`src/rtl/reg_file_mp.sv`:
```
// Multi-port integer register file for the decode stage: NRD combinational read
// ports, two write ports (ALU and load writeback) and a per-register load-busy scoreboard.
module reg_file_mp #(
  parameter int  XLEN   = 32,
  parameter int  NREGS  = 32,
  parameter int  NRD    = 2,
  parameter bit  BYPASS = 1'b1,
  localparam int AW     = $clog2(NREGS)
) (
  input  logic                clk,
  input  logic                rst,
  input  logic [NRD*AW-1:0]   rd_addr,
  output logic [NRD*XLEN-1:0] rd_data,
  output logic [NRD-1:0]      rd_busy,
  input  logic                we0,
  input  logic [AW-1:0]       wa0,
  input  logic [XLEN-1:0]     wd0,
  input  logic                we1,
  input  logic [AW-1:0]       wa1,
  input  logic [XLEN-1:0]     wd1,
  input  logic                iss_valid,
  input  logic [AW-1:0]       iss_rd,
  input  logic [AW-1:0]       dbg_addr,
  output logic [XLEN-1:0]     dbg_data,
  output logic [NREGS-1:0]    busy_vec
);

  logic [XLEN-1:0]            regs [NREGS];
  logic [NREGS-1:0]           busy_q;
  logic [NRD-1:0][AW-1:0]     addr_arr;
  logic [NRD-1:0][XLEN-1:0]   data_arr;
  logic [NRD-1:0]             busy_arr;

  // Register 0 is only ever touched by reset, so it stays hard-wired to zero.
  always_ff @(posedge clk or posedge rst) begin
    if (rst) begin
      // NOTE: every entry is reset because the architecture requires a zeroed file
      // after reset; this deliberately rules out mapping the array onto a RAM macro.
      for (int r = 0; r < NREGS; r++) regs[r] <= '0;
    end else begin
      for (int r = 1; r < NREGS; r++) begin
        if (we1 && wa1 == AW'(r))      regs[r] <= wd1;
        else if (we0 && wa0 == AW'(r)) regs[r] <= wd0;
      end
    end
  end

  // A freshly issued load shadows a completing load to the same register.
  always_ff @(posedge clk or posedge rst) begin
    if (rst) begin
      busy_q <= '0;
    end else begin
      for (int r = 1; r < NREGS; r++) begin
        if (iss_valid && iss_rd == AW'(r))  busy_q[r] <= 1'b1;
        else if (we1 && wa1 == AW'(r))      busy_q[r] <= 1'b0;
      end
    end
  end

  assign addr_arr = rd_addr;

  always_comb begin
    // NOTE: defaults come first so every path assigns data and busy, leaving no latch.
    for (int k = 0; k < NRD; k++) begin
      data_arr[k] = regs[addr_arr[k]];
      busy_arr[k] = busy_q[addr_arr[k]];
      if (BYPASS && addr_arr[k] != '0) begin
        if (we1 && wa1 == addr_arr[k]) begin
          data_arr[k] = wd1;
          busy_arr[k] = iss_valid && (iss_rd == addr_arr[k]);
        end else if (we0 && wa0 == addr_arr[k]) begin
          data_arr[k] = wd0;
        end else if (iss_valid && iss_rd == addr_arr[k]) begin
          busy_arr[k] = 1'b1;
        end
      end
    end
  end

  assign rd_data  = data_arr;
  assign rd_busy  = busy_arr;
  assign dbg_data = regs[dbg_addr];
  assign busy_vec = busy_q;

endmodule

```
`config.mk`:
```
export PLATFORM = sky130hd
export DESIGN_NAME = reg_file_mp
export DESIGN_NICKNAME = d
export VERILOG_FILES = /design/src/rtl/reg_file_mp.sv
export SDC_FILE = /design/constraint.sdc
export NUM_CORES = 2
export LEC_CHECK = 0
export ABC_AREA = 0
export CAP_MARGIN = 20
export CORE_MARGIN = 10
export CORE_UTILIZATION = 40
export CTS_BUF_LIST = sky130_fd_sc_hd__clkbuf_8
export CTS_CLUSTER_DIAMETER = 30
export DETAILED_ROUTE_END_ITERATION = 10
export DONT_BUFFER_PORTS = 1
export GPL_ROUTABILITY_DRIVEN = 1
export GPL_TIMING_DRIVEN = 0
export PLACE_DENSITY = 0.55
export SYNTH_ARGS = -nofsm -noshare
export SYNTH_HDL_FRONTEND = slang
export SYNTH_SLANG_ARGS = --single-unit
```
`constraint.sdc`:
```
create_clock -name clk -period 39 [get_ports clk]
set_input_delay 7.8 -clock clk [delete_from_list [all_inputs] [get_ports clk]]
set_output_delay 7.8 -clock clk [all_outputs]
set_load 0.1 [all_outputs]
```
* Yosys cells after proc, flatten, opt, wreduce, memory -nomap -nowiden *
Cells that the tools add are included.

operators by class
  $lt $le $gt $ge = 5
  bitwise gates (word level) = 3
  equal/unequal tests = 99
  $add $sub $neg = 0
  div/mod/pow operators = 0
  shifts and indexed selects = 0
  mux-type cells = 151
  reduce and logical (&&, ||, !) cells = 163
  multiply operators = 0

operators with widths
  cell                                                       number
  2-to-1 mux 32 bit                                          74
  binary-select mux 32 bit (select 5 bit)                    3
  == test 5 bit (second input constant)                      48
  nonzero test 2 bit                                         62
  == test 5 x 4 -> 1 bit (second input constant)             24
  logical AND 1 bit                                          99
  2-to-1 mux 1 bit                                           72
  == test 5 x 3 -> 1 bit (second input constant)             12
  == test 5 x 2 -> 1 bit (second input constant)             6
  == test 5 bit                                              6
  greater-or-equal comparator 6 bit (second input constant)  3
  NOT 5 -> 6 bit                                             3
  == test 5 x 1 -> 1 bit (second input constant)             3
  < comparator 5 x 6 -> 1 bit (second input constant)        2
  binary-select mux 1 bit (select 5 bit)                     2
  nonzero test 5 bit                                         2

storage, ports and cells
  bits in read-only memories = 0
  word-level logic and storage cells = 483
  output and inout bits = 130
  bits in latches = 0
  memories = 0
  RAM bits = 0
  input port bits = 99
  register bits after elaboration = 1,023

* Longest topological paths before layout *
  depth in word-level cells = 7
  depth in mapped cells = 9
  gate-level depth less buffers = 5

* Worst setup path after synthesis *
No wires, ideal clock.

  path kind = in2out
  start point = in rd_addr[5]
  end point = out rd_data[38]
  slack = 19.909 ns
  arrival time = 11.291 ns
  stages on the path = 9
  data required time = 31.200 ns
  buffers on the path = 4
  cells stage by stage = buf_4 buf_6 buf_4 nand2_1 clkbuf_1 o22ai_1 o31ai_1 a311oi_1 o21ai_0

between the ends
  cells in the longest elaborated chain, start to end = 7
  elaborated cells between the ends (all ways) = 12
  those cells by class = 2 x eq/ne; 6 x mux; 1 x bitwise; 3 x reduce/logical

RTL lines
  element                                               line  source
  start: declaration                                    12    input logic [NRD*AW-1:0] rd_addr,
  NOT 5 -> 6 bit (not written as such)                  65    data_arr[k] = regs[addr_arr[k]];
  binary-select mux 32 bit (select 5 bit)               65
  2-to-1 mux 32 bit (not written as such) (2 in a row)  65
  2-to-1 mux 32 bit                                     71    end else if (we0 && wa0 == addr_arr[k]) begin
  2-to-1 mux 32 bit                                     68    if (we1 && wa1 == addr_arr[k]) begin
  2-to-1 mux 32 bit *                                   67    if (BYPASS && addr_arr[k] != '0) begin
  end: declaration                                      13    output logic [NRD*XLEN-1:0] rd_data,

Every way passes the cells marked *; elsewhere a longest branch is shown, timed or not. The select of a mux whose other input is x is not followed.

* Worst setup path in the final report *
  start point = in rd_addr[2]
  end point = out rd_data[4]

The elaborated chain is that of the path after synthesis.

==> results.txt <==
* Total power consumption of the routed design: 5.29 mW
- In the synthesized netlist the dominant register cell turns out to be dfrtp_1.
- Die height: 450 um
- On the critical path the largest part of the delay comes from buffers and inverters.
* Post-route insts no fill: 10,216
- The floorplan has 157 rows.
- The congestion estimate from routability-driven global placement came to 1.05.
- Summed over its instances, the top area cell type makes up 34.6% of the synthesized netlist area.
* Reported max-cap violation count: 0
- Part of the cycle the worst path needs: 52.9%
* DRC Markers: 0
* Number of distinct library cell variants in the gate-level netlist after synthesis: 52
- Total of hold buffers inserted after clock tree synthesis: 0
- Data arrival time at the worst-slack endpoint: 12,820 ps
* Critical path data required time: 31,200 ps
- Endpoint type of the worst setup path: primary output
* Ratio of total power to cell area: 60.8 nW/um^2
* Number of placed instances with taps included: 9,582
- Once placement finished, the instance area stood at 79,300 sq um.
- Synthesized Nets: 7,130
- The region available for standard cell placement spans 183,000 sq um.
- Cells resized by post-CTS repair: 0
- P_sw: 2.09 mW
- In the synthesized netlist, the number of instances is 7,031.
* TritonCTS clock tree: done
- Number of enable-type register cells in the synthesized netlist: 0
* Async set-reset flop share out of synthesis: 100%
* RSZ-0062 raised after global routing: no
- The first global-routing pass estimated 591,000 um of wire.
* Clock buffers created by TritonCTS: 336
- Counting both buffers and inverters, the worst setup path holds a total of 6.
- On the worst path, the slowest cell contributes a delay of 1090 ps.
- After the first detailed-routing iteration, the DRC count stood at 12,454.
- Net count, final: 7,579
- The flow ran to the end, and the final reports show no timing, DRC or antenna violations.
- In this run, the clock network consumes 34.7% of the power.
- The number of failing hold endpoints at the final stage came to 0.
* DIE WIDTH: 450 um
- Before antenna repair, the detailed router went through 9 iterations.
- Of all nets on the critical path, the largest fanout is 10.
- Post-layout worst setup margin: 18,380 ps
- Leading cell type in the layout, fill and taps excluded: mux2i_1
- Number of global-route vias before repair: 66,712
- The initial utilization of the core area, before any placement, comes to 40.3%.
* Mapped cell area: 74,000 sq um
- Avg Vias per Cell: 6.93
- Entering global routing, the biggest net connects 115 pins.
- Post-route worst hold slack: 610 ps
* Number of top-level design ports: 229
- Clock Skew: 0 ps
- For the final routed database, the setup TNS stands at 0 ps.
- Critical path class: in2out
- Share of total power in sequential cells: 33.0%
- Yosys warning total: 33
- After layout, the minimum clock period comes to 20,620 ps.
- Total internal power: 3.21 mW
* DP HPWL: 349,000 um
- Clock latency on the worst-skew pair, taken at its later pin, is 1100 ps.
* Startpoint types: input pin
- Of all cell types, the one taking the most synthesized area is dfrtp_1.
- The path class of the tightest hold or removal check is reg2reg.
* Share of synthesized area occupied by flip-flops and latches: 34.6%
* Switching share of power: 39.4%
- Post-Synthesis Mean Instance Area: 10.5 sq um
- Level count of the clock H-tree: 5
* Die footprint: 203,000 sq um
- For the pin with the worst max-slew slack, the measured transition is 1380 ps.
- The initial antenna violation count came to 35.
- Dpl ws: 18,750 ps
* Most frequent cell on the critical path: buf_2
- TritonCTS sink count: 1,023
- Total congestion overflow after global routing: 0
* Most frequent cells in the layout: mux2i_1, dfrtp_1, nand2_1
* Total routed wirelength: 447,000 um
- Number of synthesized register bits: 1,023
- Number of buffers added on ports: 0
- In this run, the combinational gates consume 32.2% of the power.
- Synth-to-layout area growth: 17.5%
- The max-slew violation total from the final report is 0.
* Clock transition time at the flip-flop clock pins of the worst setup and hold paths: 50 ps
* Fraction of layout instances using a drive strength above 1: 24.8%
* Static leakage: 36.2 nW
* Top cells by area in the synthesized netlist: dfrtp_1, mux4_2, mux2i_1
* CTS root buf: clkbuf_8
* Worst voltage drop across the vdd grid: 0.0363 mV
- Standard cell with the maximum stage delay on the critical path: nand3_1
- Traced cell by cell, the critical path runs through buf_2, buf_2, buf_2, clkbuf_1, buf_8, clkbuf_1, o221ai_1, o2111ai_1, nand3_1.
- Post-Route Utilization: 47.4%
* Average wire per standard cell: 43.7 um
- Once layout is done, the placed cells without fillers occupy 87,000 sq um.
* Maximum buffer depth of the clock tree: 4
- Highest attainable clock frequency: 48.5 MHz
* Worst slew margin: 7.70%
- Buffers inserted during post-CTS setup optimization: 0
* Setup violations, final: 0
- Once detail routing completed, the nets flagged for antenna violations numbered 0.
- For this block, the via count after detailed routing is 70,767.
- Total Routing Usage GR: 42.3%
-- flip-flops by register name (all words and copies together), names as in the netlist --
name,flops
busy_vec,31
regs,992
-- cells in the mapped netlist, drive strengths merged, types with 17 or more instances --
cell / count
a21oi: 593
a22o: 33
a22oi: 96
a311oi: 25
a32oi: 40
buf: 359
clkbuf: 561
dfrtp: 1023
inv: 17
mux2: 297
mux2i: 1215
mux4: 638
nand2: 639
nand2b: 20
nand3: 55
nor2: 547
nor2b: 18
o2111ai: 25
o21ai: 570
o221ai: 63
o22ai: 64
o31ai: 26
-- cells by family after synthesis --
kind of cell	Yosys count	synth area share (%)
other cells	1	0.00507
buf+inv	938	5.40
mux	2150	40.4
compound gates	1556	12.1
xor+xnor	30	0.355
simple gates	1333	7.21
flops	1023	34.6
-- power groups by stage --
| stage | registers, mW | logic, mW | clock network, mW |
|---|---|---|---|
| global route | 1.77 | 1.75 | 1.89 |
| CTS | 1.72 | 1.63 | 1.83 |
| floorplan | 1.60 | 1.14 | 0 |
| finish | 1.75 | 1.71 | 1.84 |
| detailed placement | 1.73 | 1.63 | 0 |
| global placement | 1.71 | 1.54 | 0 |
-- worst reg2reg max path, cell delays in order, from the launching register on --
cell and delay [ps]:
dfrtp_1 540, mux2i_1 130, o21ai_0 680
-- layer usage --
layer	track usage [%]	vias to the layer above	routed length (um)
met5	0	-	403
met4	26.1	24	33800
met3	20.1	1342	67600
met2	58.1	5901	180000
met1	53.2	36321	165000
li1	-	27179	-
-- area by class of cell --
type                            count  area [sq um]
Fill cell                       17352         96500
Multi-Input combinational cell   5070         44600
Sequential cell                  1023         25600
Clock buffer                      425          5850
Buffer                            920          3950
Tap cell                         2464          3080
Timing Repair Buffer              111          2300
Clock inverter                    150          1450
Antenna cell                       35          87.6
Inverter                           18          75.1
-- final timing paths --
path / start / end / slack, ps / cells past startpoint
setup / recovery: rd_addr[2] / rd_data[4] / 18380 / 9
setup reg to reg: regs[428] / regs[428] / 37460 / 2
max in group asynchronous: rst / regs[897] / 29350 / 6
min in group asynchronous: rst / regs[89] / 6640 / 1
hold reg to reg: regs[692] / regs[692] / 610 / 2
hold / removal: regs[692] / regs[692] / 610 / 2
Power figures use the tool's default switching activity.
